File: src/rtl/abro_input_conditioner.sv
// Conditions the raw A, B and R push-buttons for the ABRO machine.
// Each channel has a 2-flop synchronizer, a debounce FSM and a registered rise pulse.
module abro_input_conditioner #(
    parameter int DEBOUNCE_CYCLES = 4
) (
    input  logic clk,
    input  logic rst,
    input  logic a_raw,
    input  logic b_raw,
    input  logic r_raw,
    output logic A,
    output logic B,
    output logic a_rise,
    output logic b_rise,
    output logic r_pulse
);

    localparam int CNT_W = $clog2(DEBOUNCE_CYCLES) + 1;
    localparam logic [CNT_W-1:0] CNT_LAST = CNT_W'(DEBOUNCE_CYCLES - 1);

    typedef enum logic [1:0] {
        STABLE_LO,
        WAIT_HI,
        STABLE_HI,
        WAIT_LO
    } deb_state_t;

    logic [2:0] raw_vec;

    assign raw_vec = {r_raw, b_raw, a_raw};

    // Channel 0 = A, 1 = B, 2 = R; the channels share nothing but the clock and reset.
    genvar g;
    for (g = 0; g < 3; g++) begin : g_ch
        logic            sync_q;
        logic            s;
        deb_state_t      state_q;
        deb_state_t      state_d;
        logic [CNT_W-1:0] cnt_q;
        logic [CNT_W-1:0] cnt_d;
        logic            level_q;
        logic            level_d;
        logic            rise_q;
        logic            rise_d;

        always_ff @(posedge clk or posedge rst) begin
            if (rst) begin
                sync_q <= 1'b0;
                s      <= 1'b0;
            end else begin
                sync_q <= raw_vec[g];
                s      <= sync_q;
            end
        end

        always_ff @(posedge clk or posedge rst) begin
            if (rst) begin
                state_q <= STABLE_LO;
                cnt_q   <= '0;
                level_q <= 1'b0;
                rise_q  <= 1'b0;
            end else begin
                state_q <= state_d;
                cnt_q   <= cnt_d;
                level_q <= level_d;
                rise_q  <= rise_d;
            end
        end

        // An opposite sample in either WAIT state drops straight back, so the count never wraps.
        always_comb begin
            state_d = state_q;
            cnt_d   = cnt_q;
            level_d = level_q;
            rise_d  = 1'b0;
            case (state_q)
                STABLE_LO: begin
                    if (s) begin
                        state_d = WAIT_HI;
                        cnt_d   = CNT_W'(1);
                    end
                end
                WAIT_HI: begin
                    if (!s) begin
                        state_d = STABLE_LO;
                        cnt_d   = '0;
                    end else if (cnt_q == CNT_LAST) begin
                        state_d = STABLE_HI;
                        cnt_d   = '0;
                        level_d = 1'b1;
                        rise_d  = 1'b1;
                    end else begin
                        cnt_d = cnt_q + CNT_W'(1);
                    end
                end
                STABLE_HI: begin
                    if (!s) begin
                        state_d = WAIT_LO;
                        cnt_d   = CNT_W'(1);
                    end
                end
                WAIT_LO: begin
                    if (s) begin
                        state_d = STABLE_HI;
                        cnt_d   = '0;
                    end else if (cnt_q == CNT_LAST) begin
                        state_d = STABLE_LO;
                        cnt_d   = '0;
                        level_d = 1'b0;
                    end else begin
                        cnt_d = cnt_q + CNT_W'(1);
                    end
                end
                default: begin
                    state_d = STABLE_LO;
                    cnt_d   = '0;
                    level_d = 1'b0;
                end
            endcase
        end
    end

    assign A       = g_ch[0].level_q;
    assign B       = g_ch[1].level_q;
    assign a_rise  = g_ch[0].rise_q;
    assign b_rise  = g_ch[1].rise_q;
    assign r_pulse = g_ch[2].rise_q;

endmodule

File: config.mk
export PLATFORM = sky130hd
export DESIGN_NAME = abro_input_conditioner
export DESIGN_NICKNAME = d
export VERILOG_FILES = /design/src/rtl/abro_input_conditioner.sv
export SDC_FILE = /design/constraint.sdc
export NUM_CORES = 1
export LEC_CHECK = 0
export CAP_MARGIN = 10
export CORE_MARGIN = 4
export CORE_UTILIZATION = 50
export CTS_CLUSTER_DIAMETER = 60
export DETAILED_ROUTE_END_ITERATION = 7
export PLACE_DENSITY = 0.73
export SYNTH_ARGS = -nofsm -noshare
export SYNTH_HDL_FRONTEND = slang
export SYNTH_SLANG_ARGS = --single-unit
File: constraint.sdc
create_clock -name clk -period 1.8 [get_ports clk]
set_input_delay 0.36 -clock clk [delete_from_list [all_inputs] [get_ports clk]]
set_output_delay 0.36 -clock clk [all_outputs]
set_load 0.02 [all_outputs]
==> impl_metrics.py <==
metrics = {
    "final_layout": {
        "instances_no_fill": 122,
        "antenna_cells": 0,
        "syn2layout_area_growth_pct": 16.0,
        "num-nets-final": 104,
        "drive_gt1_share_pct": 11.6,
    },
    "timing": {
        "skew_ns": 0.00354,
        "hold_viol_final": 0,
        "worst_slew_pin_slew_ns": 0.318,
        "slew_violations": 0,
        "tns_ns": 0,
        "fin_crit_ns": 1.66,
        "rsz0062_at_grt": "no",
        "fmax_mhz": 602,
        "slew_headroom_pct": 78.8,
        "post-route-period-util_pct": 92.2,
        "finalSetupViolations": 0,
    },
    "die": {
        "dieWidth_um": 53.7,
        "die_area_um2": 2890,
        "ios": 10,
        "row_count": 16,
        "core_um2": 1980,
        "die_h_um": 53.7,
        "start_util_pct": 52.8,
    },
    "cts": {
        "cts_tree": "done",
        "clock_latency_ns": 0.31,
        "clk_pin_slew_ns": 0.13,
        "cts.sinks": 26,
        "cts-root-buf": "clkbuf_4",
        "postCtsHoldBufs": 0,
        "cts_buffer_depth": 2,
        "post_cts_resized": 0,
        "post_cts_buffers": 0,
        "cts_max_level": 1,
        "cts_made_buffers": 3,
    },
    "pwr": {
        "vdd_ir_drop_max_v": 0.000724,
        "design_power_total_mw": 1.59,
        "p_leak_nw": 0.567,
        "power_density_nw_per_um2": 1310,
    },
    "drt": {
        "viasPerCell": 5.21,
        "antenna_left": 0,
        "top_layer": "met4",
        "drt_wl_total_mm": 1.49,
        "drt-wirelength-per-cell_um": 12.2,
        "wl_met3_um": 42,
        "first_pass_iters": 4,
        "drc_errors": 0,
        "dr.first_iter.drc_count": 10,
        "met1_length_um": 678,
        "met2_wirelength_um": 752,
        "route.vias.total": 636,
    },
    "placed_design": {
        "gp_congestion": 0.717,
        "port_buffers": 9,
        "dp_cells": 118,
        "place_hpwl_mm": 1.13,
    },
    "yosys": {
        "yosys_warnings": 0,
        "synth_seq_area_share_pct": 62.2,
        "synth_fp_nets": 89,
        "syn_avg_cell_area_um2": 12.9,
        "yosysUniqueCellTypes": 24,
        "syn_inst": 81,
        "syn_area_um2": 1050,
        "ys_ff_latch": 26,
    },
    "setup_path": {
        "regToRegSetupSlack_ns": 0.50,
        "slowest_stage": "clkdlybuf4s50_1",
        "cp_data_required_time_ns": 1.44,
        "crit_path_end": "A",
        "path_class": "register to output pin",
        "r2r_start": "g_ch[2].cnt_q[0]$_DFFE_PP0P_",
        "path_depth": 1,
        "crit_start": "A$_DFFE_PP0P_",
        "crit_family": "buffers and inverters",
        "slowest_delay_ns": 0.61,
        "cp_num_buf_inv": 1,
        "worst-r2r-cell-count": 4,
        "cp.arrival_ns": 1.30,
        "crit_chain": "clkdlybuf4s50_1",
        "start_kind": "register",
        "crit_path_end_kind": "output pin",
        "worstPathMaxFanout": 3,
    },
    "global_routing": {
        "antenna_found_initial": 0,
        "overflow": 0,
        "grt_max_degree": 27,
        "grt_pass1_vias": 662,
        "grt_pass1_wl_mm": 2.81,
        "grt_usage_pct": 13.9,
    },
    "run": {
        "cap_violations": 0,
    },
    "status": {
        "status": "finished clean",
    },
    "min_path": {
        "worstHoldStart": "g_ch[2].sync_q$_DFF_PP0_",
        "hold_class": "register to register",
    },
}
stage by stage:
| stage | setup WS, ns | util [%] | hold slack, ns | instance area [um2] |
|---|---|---|---|---|
| 2_1_floorplan | 0.579 | - | 0.331 | 1050 |
| 3_3_place_gp | 0.496 | 59.4 | 0.332 | 1180 |
| 3_5_place_dp | 0.494 | 59.4 | 0.344 | 1180 |
| 4_1_cts | 0.120 | 61.2 | 0.365 | 1210 |
| 5_1_grt | 0.0583 | 61.2 | 0.378 | 1210 |
| 6_report | 0.140 | 61.2 | 0.369 | 1210 |
routing by layer:
layer / global-route usage [%] / vias up
li1: - / 309
met1: 17.6 / 320
met2: 21.8 / 5
met3: 3.32 / 2
met4: 7.66 / 0
met5: 0 / -
where the power goes:
part           total (mW)  leakage (nW)  switching (mW)  internal (mW)
Sequential          0.864         0.322           0.140          0.724
Combinational       0.446         0.224           0.210          0.236
Clock               0.285        0.0210           0.161          0.123
logic make-up (layout without fill, tap and decap cells):
family,after synthesis,in the layout,share of synthesized area (%)
buffers and inverters,2,16,0.718
AOI/OAI and AO/OA,18,18,11.5
adders and majority gates,3,3,3.59
DFF,26,26,62.2
muxes,2,2,2.15
xor gates and xnor gates,3,3,3.95
and+or+nand+nor,27,27,15.9
cells in the mapped netlist, drive strengths merged:
| master | count | area [um2] |
|---|---|---|
| and3b | 3 | 26.3 |
| nand3b | 2 | 15.0 |
| nor2 | 4 | 15.0 |
| and2 | 3 | 20.0 |
| ha | 3 | 37.5 |
| a21oi | 2 | 10.0 |
| o21ai | 7 | 35.0 |
| mux2 | 2 | 22.5 |
| dfrtp | 26 | 651 |
| nor3b | 2 | 15.0 |
| and4b | 1 | 10.0 |
| a21o | 2 | 15.0 |
| nor2b | 3 | 18.8 |
| o32ai | 1 | 16.3 |
| nand4b | 1 | 8.76 |
| and3 | 1 | 6.26 |
| o21a | 5 | 37.5 |
| xor2 | 3 | 41.3 |
| inv | 2 | 7.51 |
| a31oi | 1 | 6.26 |
| nand2b | 2 | 12.5 |
| nand2 | 5 | 18.8 |
placed cells by master, fill, tap and decap left out, drive strengths merged:
master / synthesis / layout
a21o: 2 / 2
a21oi: 2 / 2
a31oi: 1 / 1
and2: 3 / 3
and3: 1 / 1
and3b: 3 / 3
and4b: 1 / 1
buf: 0 / 1
clkbuf: 0 / 4
clkdlybuf4s50: 0 / 9
dfrtp: 26 / 26
ha: 3 / 3
inv: 2 / 2
mux2: 2 / 2
nand2: 5 / 5
nand2b: 2 / 2
nand3b: 2 / 2
nand4b: 1 / 1
nor2: 4 / 4
nor2b: 3 / 3
nor3b: 2 / 2
o21a: 5 / 5
o21ai: 7 / 7
o32ai: 1 / 1
xor2: 3 / 3
how the worst min path moves through the flow:
stage	endpoint	slack (ns)	depth (start not counted)
global placement	g_ch[1].s$_DFF_PP0_	0.33	0
detailed placement	g_ch[2].s$_DFF_PP0_	0.34	0
global route	g_ch[2].s$_DFF_PP0_	0.38	0
CTS	g_ch[0].s$_DFF_PP0_	0.37	0
floorplan	g_ch[0].s$_DFF_PP0_	0.33	0
finish	g_ch[2].s$_DFF_PP0_	0.37	0
final cells by class:
cell class / instances / area [um2]
Tap cell: 27 / 33.8
Inverter: 2 / 7.51
Fill cell: 161 / 768
Clock buffer: 4 / 36.3
Timing Repair Buffer: 10 / 97.6
Multi-Input combinational cell: 53 / 388
Sequential cell: 26 / 651
No activity file was read; power rests on OpenSTA's default activity.
==> patch: new RTL, same flow settings <==
`DEBOUNCE_CYCLES`: 4 -> 8.
--- a/src/rtl/abro_input_conditioner.sv
+++ b/src/rtl/abro_input_conditioner.sv
@@ -1,7 +1,7 @@
 // Conditions the raw A, B and R push-buttons for the ABRO machine.
 // Each channel has a 2-flop synchronizer, a debounce FSM and a registered rise pulse.
 module abro_input_conditioner #(
-    parameter int DEBOUNCE_CYCLES = 4
+    parameter int DEBOUNCE_CYCLES = 8
 ) (
     input  logic clk,
     input  logic rst,
Function: changed (a bounded check fails within 10 cycles, from zero or initial values and one cycle with rst high).
==> patch against the original RTL <==
  * Sequential share of layout area is 2.6 points lower
  * Final area increased by 17%
  * Total power rose by 8.7%
  * Largest power group unchanged
  * Via count grew 36%
  * Sequential cell count is 3 higher
  * Non-clock buffer count increased by 2
  * Setup slack got worse by 0.0064 ns
  * Routed wire length is 34% higher
  * Synthesized cell count rose by 38%
  * Count of clock-buffer cells in the layout up 2
  * Die area grew 15%
  * Area after synthesis up 18%
==> patch: results (changes against the original RTL) <==
metric	value	unit	change
arrival	1.31	ns	
seq_area_frac_synth	58.8	%	-3.4 points
grt_start_max_net_pins	17		-37%
yosys.cell_types.count	28		+17%
hpwlAfterDp	1450	um	+29%
cts_made_buffers	5		+2
clk_pin_slew	0.10	ns	-0.03 ns
wl_met2	902	um	+20%
routedWlPerCell	12.7	um	+3.5%
hold_path_end	g_ch[0].s		
netlist_instances	112		+38%
leakage	0.658	nW	+16%
post_layout_min_period	1.67	ns	+0.00640 ns
drt-initial-drc-count	17		+7
grtUsageMet3	6.01	%	+2.7 points
groute.layer.met1.usage	20.3	%	+2.7 points
final_layout_size_suffix_gt1_share	10.8	%	-0.81 points
met3_wirelength	113	um	+170%
reg2reg_setup_slack	0.37	ns	-0.13 ns
post-place-ws	0.398	ns	-0.0962 ns
grt_pass1_wl	3710	um	+32%
place_congestion	0.778		+8.5%
status	completed		
hold_start	g_ch[0].sync_q		
vias_per_cell	5.46		+4.8%
route.layer.met1.wl	940	um	+39%
finalClockSkew	0.0173	ns	+0.0138 ns
clock_tree.htree_level_count	2		+1
yosys-top-cells-count	dfrtp_1 (29), nand2_1 (11), nor2_1 (10)		
grt_antenna_before_repair	0		unchanged
synthTopCellsByArea	dfrtp_1 (59%), nand2_1 (3.3%), nand3_1 (3.2%)		
clkLatencyLatePin	0.33	ns	+0.02 ns
synth_nets	120		+35%
grt_pass1_vias	875		+32%
final_nets	137		+32%
filler_cell_count	176		+9.3%
worst_slew_margin_rel	73.7	%	-5.0 points
## patch: worst max path at each step
stage / end / cells after the start
4_1_cts: A / 1
3_3_place_gp: g_ch[2].cnt_q[3] / 4
5_1_grt: A / 1
3_5_place_dp: g_ch[2].cnt_q[3] / 4
2_1_floorplan: g_ch[2].cnt_q[3] / 4
6_report: A / 1
## patch: logic make-up after synthesis
| kind of cell | count (synthesis) | share of synthesized area [%] |
|---|---|---|
| and+or+nand+nor | 41 | 17.0 |
| DFF | 29 | 58.8 |
| AOI/OAI and AO/OA | 18 | 9.03 |
| buffers and inverters | 9 | 2.84 |
| xor gates and xnor gates | 7 | 4.97 |
| muxes | 5 | 4.26 |
| adders and majority gates | 3 | 3.04 |
## patch: stage by stage
stage | utilization [%] | power [W] | std cells | area, um^2 | hold slack [ns]
finish | 62.6 | 0.00173 | 158 | 1420 | 0.339
global route | 62.6 | 0.00188 | 158 | 1420 | 0.344
CTS | 62.6 | 0.00176 | 158 | 1420 | 0.342
detailed placement | 60.3 | 0.00138 | 150 | 1370 | 0.346
global placement | 60.3 | 0.00134 | 150 | 1370 | 0.335
floorplan | - | 0.00126 | 112 | 1230 | 0.331
## patch: area by class of cell
type,count,area (um^2),area share (%)
Clock buffer,6,41.3,2.90
Timing Repair Buffer,12,113,7.91
Sequential cell,29,726,51.0
Clock inverter,2,10.0,0.703
Tap cell,28,35.0,2.46
Inverter,7,26.3,1.85
Multi-Input combinational cell,74,473,33.2
## patch: report_power, final
group / switching (W) / internal (W)
Combinational: 0.000207 / 0.000205
Sequential: 0.000166 / 0.000786
Clock: 0.000222 / 0.000148
Total: 0.000594 / 0.00114
